==> src/rtl/wb_pkg.sv <==
// Shared Wishbone definitions for the on-chip initiator and its responders.
//   wb_state_e  : initiator FSM state (IDLE, BUS, RESP)
//   WB_ADDR_W   : default address width
//   WB_DATA_W   : default data width
//   sel_w()     : byte-lane select width for a given data width
package wb_pkg;

  localparam int WB_ADDR_W = 32;
  localparam int WB_DATA_W = 32;

  typedef enum logic [1:0] {
    IDLE = 2'd0,
    BUS  = 2'd1,
    RESP = 2'd2
  } wb_state_e;

  function automatic int sel_w(input int data_w);
    return data_w / 8;
  endfunction

endpackage

==> src/rtl/wb_cmd_initiator.sv <==
// Wishbone classic initiator. Takes one command at a time from a valid/ready
// port, runs a single read or write cycle on the bus, and returns the read
// data (or a timeout error) on a valid/ready response port.
//
// Ports
//   wb_clk_i, wb_rst_ni            bus clock, async active-low reset
//   cmd_valid_i / cmd_ready_o      command handshake
//   cmd_we_i, cmd_adr_i,
//   cmd_dat_i, cmd_sel_i           command fields, latched on acceptance
//   rsp_valid_o / rsp_ready_i      response handshake
//   rsp_dat_o, rsp_err_o           read data (0 for writes/errors), timeout flag
//   wbm_*                          Wishbone initiator signals
//   busy_o                         high whenever a command is in progress
//
// state | meaning
// ------+-------------------------------------------------------------
// IDLE  | ready for a command, bus idle
// BUS   | cyc/stb asserted, waiting for ack or timeout
// RESP  | response held on rsp_* until the consumer takes it
module wb_cmd_initiator
  import wb_pkg::*;
#(
  parameter int  ADDR_W  = WB_ADDR_W,
  parameter int  DATA_W  = WB_DATA_W,
  parameter int  TIMEOUT = 255,
  localparam int SEL_W   = sel_w(DATA_W)
) (
  input  logic              wb_clk_i,
  input  logic              wb_rst_ni,

  input  logic              cmd_valid_i,
  output logic              cmd_ready_o,
  input  logic              cmd_we_i,
  input  logic [ADDR_W-1:0] cmd_adr_i,
  input  logic [DATA_W-1:0] cmd_dat_i,
  input  logic [SEL_W-1:0]  cmd_sel_i,

  output logic              rsp_valid_o,
  input  logic              rsp_ready_i,
  output logic [DATA_W-1:0] rsp_dat_o,
  output logic              rsp_err_o,

  output logic              wbm_cyc_o,
  output logic              wbm_stb_o,
  output logic              wbm_we_o,
  output logic [ADDR_W-1:0] wbm_adr_o,
  output logic [DATA_W-1:0] wbm_dat_o,
  output logic [SEL_W-1:0]  wbm_sel_o,
  input  logic [DATA_W-1:0] wbm_dat_i,
  input  logic              wbm_ack_i,

  output logic              busy_o
);

  // With TIMEOUT=0 the counter is never compared; one bit keeps it legal.
  localparam int             CNT_W    = (TIMEOUT > 0) ? $clog2(TIMEOUT + 1) : 1;
  localparam logic [CNT_W-1:0] CNT_LAST = (TIMEOUT > 0) ? CNT_W'(TIMEOUT - 1) : '0;
  localparam logic [CNT_W-1:0] CNT_MAX  = {CNT_W{1'b1}};

  wb_state_e        state_q;
  wb_state_e        state_nxt;
  logic [CNT_W-1:0] cnt_q;
  logic             timeout_hit;

  assign timeout_hit = (TIMEOUT != 0) && (cnt_q == CNT_LAST);

  // Next-state logic. Ack is tested first so it wins over a coincident timeout.
  always_comb begin
    state_nxt = state_q;
    case (state_q)
      IDLE: if (cmd_valid_i) state_nxt = BUS;
      BUS: begin
        if (wbm_ack_i)        state_nxt = RESP;
        else if (timeout_hit) state_nxt = RESP;
      end
      RESP: if (rsp_ready_i) state_nxt = IDLE;
      default: state_nxt = IDLE;
    endcase
  end

  // State, timeout counter, bus and response registers.
  always_ff @(posedge wb_clk_i or negedge wb_rst_ni) begin
    if (!wb_rst_ni) begin
      state_q     <= IDLE;
      cnt_q       <= '0;
      wbm_cyc_o   <= 1'b0;
      wbm_stb_o   <= 1'b0;
      wbm_we_o    <= 1'b0;
      wbm_adr_o   <= '0;
      wbm_dat_o   <= '0;
      wbm_sel_o   <= '0;
      rsp_valid_o <= 1'b0;
      rsp_dat_o   <= '0;
      rsp_err_o   <= 1'b0;
    end else begin
      state_q <= state_nxt;
      case (state_q)
        IDLE: begin
          if (cmd_valid_i) begin
            wbm_we_o  <= cmd_we_i;
            wbm_adr_o <= cmd_adr_i;
            wbm_dat_o <= cmd_dat_i;
            wbm_sel_o <= cmd_sel_i;
            wbm_cyc_o <= 1'b1;
            wbm_stb_o <= 1'b1;
            cnt_q     <= '0;
          end
        end
        BUS: begin
          if (wbm_ack_i) begin
            wbm_cyc_o   <= 1'b0;
            wbm_stb_o   <= 1'b0;
            rsp_dat_o   <= wbm_we_o ? '0 : wbm_dat_i;
            rsp_err_o   <= 1'b0;
            rsp_valid_o <= 1'b1;
          end else if (timeout_hit) begin
            wbm_cyc_o   <= 1'b0;
            wbm_stb_o   <= 1'b0;
            rsp_dat_o   <= '0;
            rsp_err_o   <= 1'b1;
            rsp_valid_o <= 1'b1;
          end else if (cnt_q != CNT_MAX) begin
            // Saturate so an untimed (TIMEOUT=0) wait never wraps.
            cnt_q <= cnt_q + 1'b1;
          end
        end
        RESP: begin
          if (rsp_ready_i) rsp_valid_o <= 1'b0;
        end
        default: ;
      endcase
    end
  end

  // Outputs decoded directly from state.
  always_comb begin
    cmd_ready_o = (state_q == IDLE);
    busy_o      = (state_q != IDLE);
  end

endmodule

==> config.mk <==
export PLATFORM = sky130hd
export DESIGN_NAME = wb_cmd_initiator
export DESIGN_NICKNAME = d
export VERILOG_FILES = /design/src/rtl/wb_pkg.sv /design/src/rtl/wb_cmd_initiator.sv
export SDC_FILE = /design/constraint.sdc
export NUM_CORES = 1
export LEC_CHECK = 0
export ABC_AREA = 1
export CELL_PAD_IN_SITES_DETAIL_PLACEMENT = 1
export CELL_PAD_IN_SITES_GLOBAL_PLACEMENT = 1
export CORE_AREA = 2 2 130 132
export DETAILED_ROUTE_END_ITERATION = 8
export DIE_AREA = 0 0 132 134
export HOLD_SLACK_MARGIN = 0.03
export PLACE_DENSITY_LB_ADDON = 0.08
export SYNTH_ARGS = -nofsm -noshare
export SYNTH_HDL_FRONTEND = slang
export SYNTH_SLANG_ARGS = --single-unit
==> constraint.sdc <==
create_clock -name wb_clk_i -period 1.7 [get_ports wb_clk_i]
set_input_delay 0.34 -clock wb_clk_i [delete_from_list [all_inputs] [get_ports wb_clk_i]]
set_output_delay 0.34 -clock wb_clk_i [all_outputs]
set_load 0.03 [all_outputs]
# == Word-level counts from Yosys, hierarchy flattened ==
# Index checks and enable logic that the tools add are counted.
# op_classes
n_addsub,1
n_eq_ne,10
n_mux,22
n_reduce_logical,11
# ops
op,count
$mux W32,3
$mux W8,4
$pmux W8 S2,1
$ne A2 B2 Y1 const B,5
$reduce_and A3 Y1,3
$add A8 B1 Y8 const B,1
$eq A8 B8 Y1 const B,1
$mux W2,4
$ne A8 B8 Y1 const B,1
$reduce_bool A2 Y1,4
$mux W1,7
$pmux W2 S3,1
$reduce_and A5 Y1,1
$pmux W1 S2,2
$reduce_and A2 Y1,2
$ne A3 B3 Y1 const B,1
$eq A2 B1 Y1 const B,1
$eq A2 B2 Y1 const B,1
$logic_not A2 Y1,1
# word_totals
ff_bits,114
inputBits,106
out_inout_bits,107
wordCells,54

# == Depth between registers and ports, before layout ==
# depth
ltp_word,5
ltp_mapped,9
mapped_depth_nobuf,8

# == Worst setup path after synthesis ==
# OpenSTA, ideal clock, no wires.
# synth_path
path_kind,reg2reg
start,reg state_q[0]
end,reg cnt_q[6]
setup_ns,0.127
t_arrival_ns,1.393
required_time_ns,1.573
slack_ns,0.180
stages_incl_launch_ff,8
path_buffers,1
path_cell_list,dfrtp_1 > nor2_2 > nand2_2 > o21ai_2 > nand2_2 > buf_6 > nand2_1 > o21ai_0
# synth_via
elab_chain_len,3
elab_cells_between_ends,9
classes_between,5 x eq/ne; 1 x mux; 3 x reduce/logical
# synth_rtl
item,line_no,source
start: declaration,wb_cmd_initiator.sv:60,wb_state_e state_q;
start signal: assignment,wb_cmd_initiator.sv:96,state_q <= state_nxt;
$logic_not A2 Y1 (*),--,
named net cmd_ready_o,wb_cmd_initiator.sv:32,"output logic cmd_ready_o,"
$ne A2 B2 Y1 (no line) / $reduce_bool A2 Y1 (equally long branches),--,
$reduce_and A5 Y1 (no line),--,
end signal: assignment,wb_cmd_initiator.sv:124,cnt_q <= cnt_q + 1'b1;
end: declaration,wb_cmd_initiator.sv:62,logic [CNT_W-1:0] cnt_q;
# Mark *: on every way through the listed nets, which the timed path passes. The rest lies on a longest branch.
# A chain may end at the register's enable or synchronous reset.

# == Worst setup path in the final report ==
# layout_path
start,reg state_q[0]
end,out busy_o
# layout_via
elab_chain_len,1
# layout_rtl
item,line_no,source
$reduce_bool A2 Y1,wb_cmd_initiator.sv:138,busy_o = (state_q != IDLE);
end: declaration,wb_cmd_initiator.sv:52,output logic busy_o
# No other way between the ends.

==> results_dict.tcl <==
set metrics [dict create \
    run_status "completed" \
    detail_route.iter0.violations 121 \
    drtAntennaViolNets 0 \
    firstDrtPassIters 4 \
    std_cell_rows 47 \
    wirelength_um 15000 \
    r2r_cells 8 \
    synth-edff-count 0 \
    synth_seq_cells 114 \
    syn_to_final_growth_pct 59.0 \
    post_drt_wl_per_cell_um 15.3 \
    overflow 0 \
    drc 0 \
    grt_use_total_pct 17.5 \
    syn_inst 530 \
    power_frac_comb_pct 46.9 \
    ir_drop_v 0.000962 \
    rr_endpoint "rsp_dat_o[31]$_DFFE_PN0P_" \
    r2r_start "cnt_q[0]$_DFFE_PN0P_" \
    cp_max_fo 3 \
    finalSetupViolCount 0 \
    max_stage_delay_ns 0.40 \
    syn_avg_cell_area_um2 9.10 \
    fillers 1897 \
    rsz0062_at_grt "false" \
    synth_area_um2 4820 \
    switching_power_mw 6.57 \
    fp.dieH_um 134 \
    synth_warnings 0 \
    crit_arrival_ns 1.27 \
    root_buffer "clkbuf_16" \
    slew_viol_final 0 \
    cts_buffers 17 \
    grt_pass1_vias 4720 \
    ioPinCount 213 \
    path_class "reg -> out" \
    tritoncts "built" \
    clockBufferDepth 2 \
    insertedDiodeCount 0 \
    crit_path_top_delay_cell "dfrtp_1" \
    worst_hold_path_type "in -> async" \
    grt_use_met2_pct 29.3 \
    gp_congestion 0.749 \
    grt_max_degree 69 \
    switching_share_pct 43.9 \
    p_int_mw 8.41 \
    skew_ns 0.00511 \
    core_area_um2 16300 \
    slew_headroom_pct 74.1 \
    viasPerCell 4.44 \
    timing.fmax_ghz 0.621 \
    io_buffers 212 \
    cp.required_ns 1.36 \
    critPathLaunchType "register" \
    ys_seq_area_share_pct 59.2 \
    antenna_found_initial 0 \
    crit_chain "nor2_4 -> inv_1 -> clkdlybuf4s15_2" \
    htreeDepth 4 \
    hpwl_um 10600 \
    critPathTopFamily "flip-flops" \
    multi_input_area_um2 1720 \
    synthDistinctLibCells 31 \
    worst_slew_pin_slew_ns 0.389 \
    reg2reg_slack_ns 0.17 \
    initial_utilization_pct 29.6 \
    die_area_um2 17700 \
    hold_violations 0 \
    final-seq-area_um2 2850 \
    period_minus_slack_ns 1.61 \
    worstSkewPairLatency_ns 0.41 \
    postCtsSetupBuffers 0 \
    drive_gt1_share_pct 13.8 \
    busiest_layer "met2" \
    cts_sinks 114 \
    yosys-top-cells-area "dfrtp_1, nand2_1, nand2_2" \
    power_per_cell_area_nw_per_um2 1950 \
    grt_use_met3_pct 8.47 \
    synth_top_area_cell "dfrtp_1" \
    dieWidth_um 132 \
    timing.final.crit_share_pct 94.7 \
    syn_nets 638 \
    grt_pass1_wl_um 24400 \
    design_area_um2 7670 \
    power_frac_seq_pct 30.4 \
    synth_top_area_share_pct 59.2 \
    final_nets 856 \
    use_met1_pct 19.9 \
    drv_cap 0 \
    place_area_um2 7200 \
    pwr-share-clk_pct 22.7 \
    p_leak_nw 3.94 \
    worst-path-buf-inv 2 \
    crit_path_start "state_q[0]$_DFFE_PN0P_" \
    ys.flop_type "dfrtp_1" \
    async_flop_share_pct 100 \
    finalSetupTns_ns 0 \
    crit_path_end_kind "output pin" \
    num_vias 4354 \
    clk_pin_slew_ns 0.05 \
]
==> cell usage in the layout, fill, tap and decap left out, types with 2 or more instances in the layout <==
cell type          n
or2_2              2
dfrtp_1          114
nand2_4            2
nor2_4             2
buf_4              6
clkdlybuf4s50_1  104
clkbuf_8           6
clkbuf_16         17
clkinv_2           3
nand2_1          249
ha_1               2
clkdlybuf4s15_2    2
nand2_2           49
nor2_1             6
clkbuf_1           5
inv_2              2
nand3_1           45
o21bai_1           2
o21ai_1            5
dlygate4sd2_1    105
inv_1             10
buf_12             8
o21ai_0            4
==> what timing repair did <==
item | in CTS | in global routing
endpoints found under the hold margin | 25 | 0
resized for setup | 111 | 2
pin swaps | 0 | 0
hold buffers | 1 | 0
endpoints found under the setup margin | 107 | 6
==> final cells by class <==
type                    count  share of cell area [%]
clock buffers              28                    6.87
well taps                 220                    3.59
repair buffers            226                    28.7
clock inverters             4                   0.587
flip-flops and latches    114                    37.2
multi-input cells         376                    22.4
inverters                  13                   0.702
==> routing by layer <==
layer	vias up	part of all wire, %
li1	2077	-
met1	2116	42
met2	146	47
met3	15	9.6
met4	0	1.1
met5	-	0
==> registers in the layout, indices dropped and copies added (netlist names), 2 cells and up <==
name / count
rsp_dat_o: 32
state_q: 2
wbm_dat_o: 32
wbm_adr_o: 32
cnt_q: 8
wbm_sel_o: 4
==> cell families (layout without fill, tap and decap cells) <==
| kind of cell | count (synthesis) | after routing | synth area share (%) |
|---|---|---|---|
| and+or+nand+nor | 359 | 359 | 32.7 |
| DFF | 114 | 114 | 59.2 |
| buffers and inverters | 40 | 271 | 5.45 |
| AOI/OAI and AO/OA | 14 | 14 | 1.97 |
| adders and majority gates | 2 | 2 | 0.519 |
| xor gates and xnor gates | 1 | 1 | 0.182 |
==> power groups by stage <==
stage / combinational [mW] / sequential (mW) / clock [mW]
global route: 7.60 / 4.72 / 3.64
detailed placement: 7.90 / 4.62 / 0
CTS: 7.16 / 4.56 / 3.51
floorplan: 2.28 / 6.77 / 0
finish: 7.04 / 4.55 / 3.40
global placement: 7.74 / 4.59 / 0
==> synthesized netlist by cell type (2+ instances only) <==
master,number
buf_2,10
buf_4,2
buf_6,2
buf_8,3
clkbuf_1,5
clkbuf_8,2
dfrtp_1,114
dlygate4sd1_1,2
ha_1,2
inv_1,10
inv_2,2
nand2_1,249
nand2_2,50
nand3_1,45
nor2_1,6
nor2_2,2
o21ai_0,4
o21ai_1,5
o21bai_1,2
or2_2,2
==> worst max-delay path by stage <==
stage                           endpoint  slack, ns  cells past startpoint
4_1_cts                           busy_o       0.03                      3
3_3_place_gp   rsp_dat_o[31]$_DFFE_PN0P_       0.09                      7
6_report                          busy_o       0.09                      3
5_1_grt                           busy_o      0.007                      3
3_5_place_dp   rsp_dat_o[24]$_DFFE_PN0P_       0.06                      7
2_1_floorplan       cnt_q[6]$_DFFE_PN0P_       0.18                      7
==> per-stage QoR <==
stage | setup WS, ns | utilization, % | power, mW | hold WS (ns) | instances
floorplan | 0.180 | - | 9.05 | 0.0444 | 530
global placement | 0.0884 | 44.2 | 12.3 | 0.290 | 948
detailed placement | 0.0650 | 44.2 | 12.5 | 0.295 | 948
CTS | 0.0336 | 47.0 | 15.2 | 0.400 | 981
global route | 0.00704 | 47.1 | 16.0 | 0.426 | 981
finish | 0.0906 | 47.1 | 15.0 | 0.403 | 981
No activity file was read; power rests on OpenSTA's default activity.
==> variant, RTL diff (same settings) <==
Re-encode `wb_state_e` (3 states) as one-hot, 3 bits wide.
--- a/src/rtl/wb_pkg.sv
+++ b/src/rtl/wb_pkg.sv
@@ -8,10 +8,10 @@
   localparam int WB_ADDR_W = 32;
   localparam int WB_DATA_W = 32;
 
-  typedef enum logic [1:0] {
-    IDLE = 2'd0,
-    BUS  = 2'd1,
-    RESP = 2'd2
+  typedef enum logic [2:0] {
+    IDLE = 3'b001,
+    BUS  = 3'b010,
+    RESP = 3'b100
   } wb_state_e;
 
   function automatic int sel_w(input int data_w);
Behaviour: no difference found for any inputs over 4 cycles, from zero or initial values and one cycle with wb_rst_ni low; so few cycles prove little.
==> variant against the unedited design <==
  * The flow now finishes with violations (negative setup slack)
  * Setup slack worse by 0.16 ns
  * Clock power up 2%
  * Power grew 0.29%
  * Core utilization up 1.2 points
  * Design area increased by 2.5%
  * Critical path depth increased by 3
  * Global-route usage increased by 0.49 points
  * Sequential cell count is 1 higher
  * First-iteration DRC count increased by 11%
  * Area after synthesis shrank 0.86%
  * Wire length rose by 5.7%
  * Critical endpoint is now cmd_ready_o
  * Largest cell class unchanged
  * Largest power group unchanged
==> variant: results (changes against the unedited design) <==
GRT_START_MAX_NET_PINS=51  # -26%
WHS_NS=0.382  # -0.0207 ns
USE_MET2_PCT=30.7  # +1.4 points
POWER.DENSITY_CELL_AREA_nW_PER_UM2=1910  # -2.1%
SYN_AVG_CELL_AREA_UM2=8.74  # -3.9%
ROUTEDLENGTHMET1_UM=6430  # +2.8%
NETS=893  # +4.3%
GRT_UTIL_OVERALL_PCT=18.0  # +0.49 points
VDD_IR_DROP_MAX_uV=948  # -1.4%
VIAS=4443  # +2.0%
CRITPATHARRIVALTIME_NS=1.43  # +0.16 ns
GRT_PASS1_VIAS=4802  # +1.7%
MAX_STAGE_DELAY_NS=0.54  # +0.14 ns
SLACK_OF_THE_WORST_REG_TO_REG_PATH_NS=0.04  # -0.13 ns
STATUS='complete, but fails checks'
CRITICAL_PATH.REG2REG.ENDPOINT='cnt_q[4]'
YOSYS.AREA_SHARE.XOR_XNOR_PCT=0.550  # +0.37 points
WORST_PATH_MAX_DELAY_CELL='sky130_fd_sc_hd__dfstp_2'
CTS_POST_SETUP_BUFFERS_INSERTED=4  # +4
PLACEMENT.CELL_AREA_UM2=7230  # +0.38%
POST_CTS_RESIZE_COUNT=113  # +1.8%
POWER_SWITCHING_SHARE_PCT=43.3  # -0.55 points
INSTANCES_NO_FILL=1018  # +3.8%
HIGHEST_LAYER='met5'
GRT_PASS1_WL_UM=25000  # +2.4%
USE_MET3_PCT=6.95  # -1.5 points
SETUP_VIOL=1  # +1
NETLIST_TOP_CELLS_AREA='sky130_fd_sc_hd__dfrtp_1 (60%), sky130_fd_sc_hd__nand2_1 (25%), sky130_fd_sc_hd__nand2_2 (4.2%), sky130_fd_sc_hd__buf_12 (1.3%), sky130_fd_sc_hd__nor2_1 (1.3%)'
DRT_ITER0_MARKERS=134  # +11%
ANTENNA_FOUND_INITIAL=1  # +1
DP.CELLS=974  # +2.7%
VIOLATED_CHECKS='negative setup slack'
DP_HPWL_UM=11100  # +4.8%
FINAL_CRITICAL_PATH_SETUP_SLACK_NS=-0.0656  # -0.156 ns
POST_SYNTHESIS_COMPOUND_GATE_AREA_FRACTION_PCT=0.524  # -1.4 points
CRITICAL_PATH.STARTPOINT='state_q[0]'
SYNTH_CELL_TYPES=26  # -16%
SYNTH-SEQ-AREA-SHARE_PCT=60.2  # +1.1 points
TIMING.MAX_SLEW.REL_SLACK_PCT=75.9  # +1.8 points
PLACE.GP.CONGESTION=0.770  # +2.8%
NETLIST_TOP_CELLS_COUNT='sky130_fd_sc_hd__nand2_1 (324), sky130_fd_sc_hd__dfrtp_1 (114), sky130_fd_sc_hd__nand2_2 (32)'
TNS_NS=-0.0656  # -0.0656 ns
WORST_SETUP_SLACK_AFTER_PLACEMENT_NS=0.00542  # -0.0596 ns
POST_ROUTE_CELLS_DRIVE_ABOVE_1_SHARE_PCT=13.9  # +0.11 points
==> variant: changes by cell type in the layout (fill, tap and decap cells not counted), sizes merged, moves of 2 or more <==
cell,before,now
buf,14,29
clkdlybuf4s15,2,0
clkinvlp,0,2
clkinv,3,7
nand2,300,359
nand3,45,12
clkbuf,28,22
o21ai,10,2
inv,13,10
nor2,10,20
==> variant: cells by family (layout without fill, tap and decap cells) <==
logic type               Yosys count  after routing
AO/OA/AOI/OAI                      4              4
XOR/XNOR                           3              3
buffers and inverters             32            282
flip-flops                       115            115
AND/OR/NAND/NOR                  391            392
adder cells (fa/ha/maj)            2              2
==> variant: final cells by class <==
| type | count | area, um^2 |
|---|---|---|
| clock inverters | 11 | 110 |
| repair buffers | 240 | 2330 |
| multi-input cells | 401 | 1760 |
| inverters | 10 | 40.0 |
| fillers | 1915 | 8430 |
| flip-flops and latches | 115 | 2880 |
| well taps | 220 | 275 |
| clock buffers | 21 | 460 |
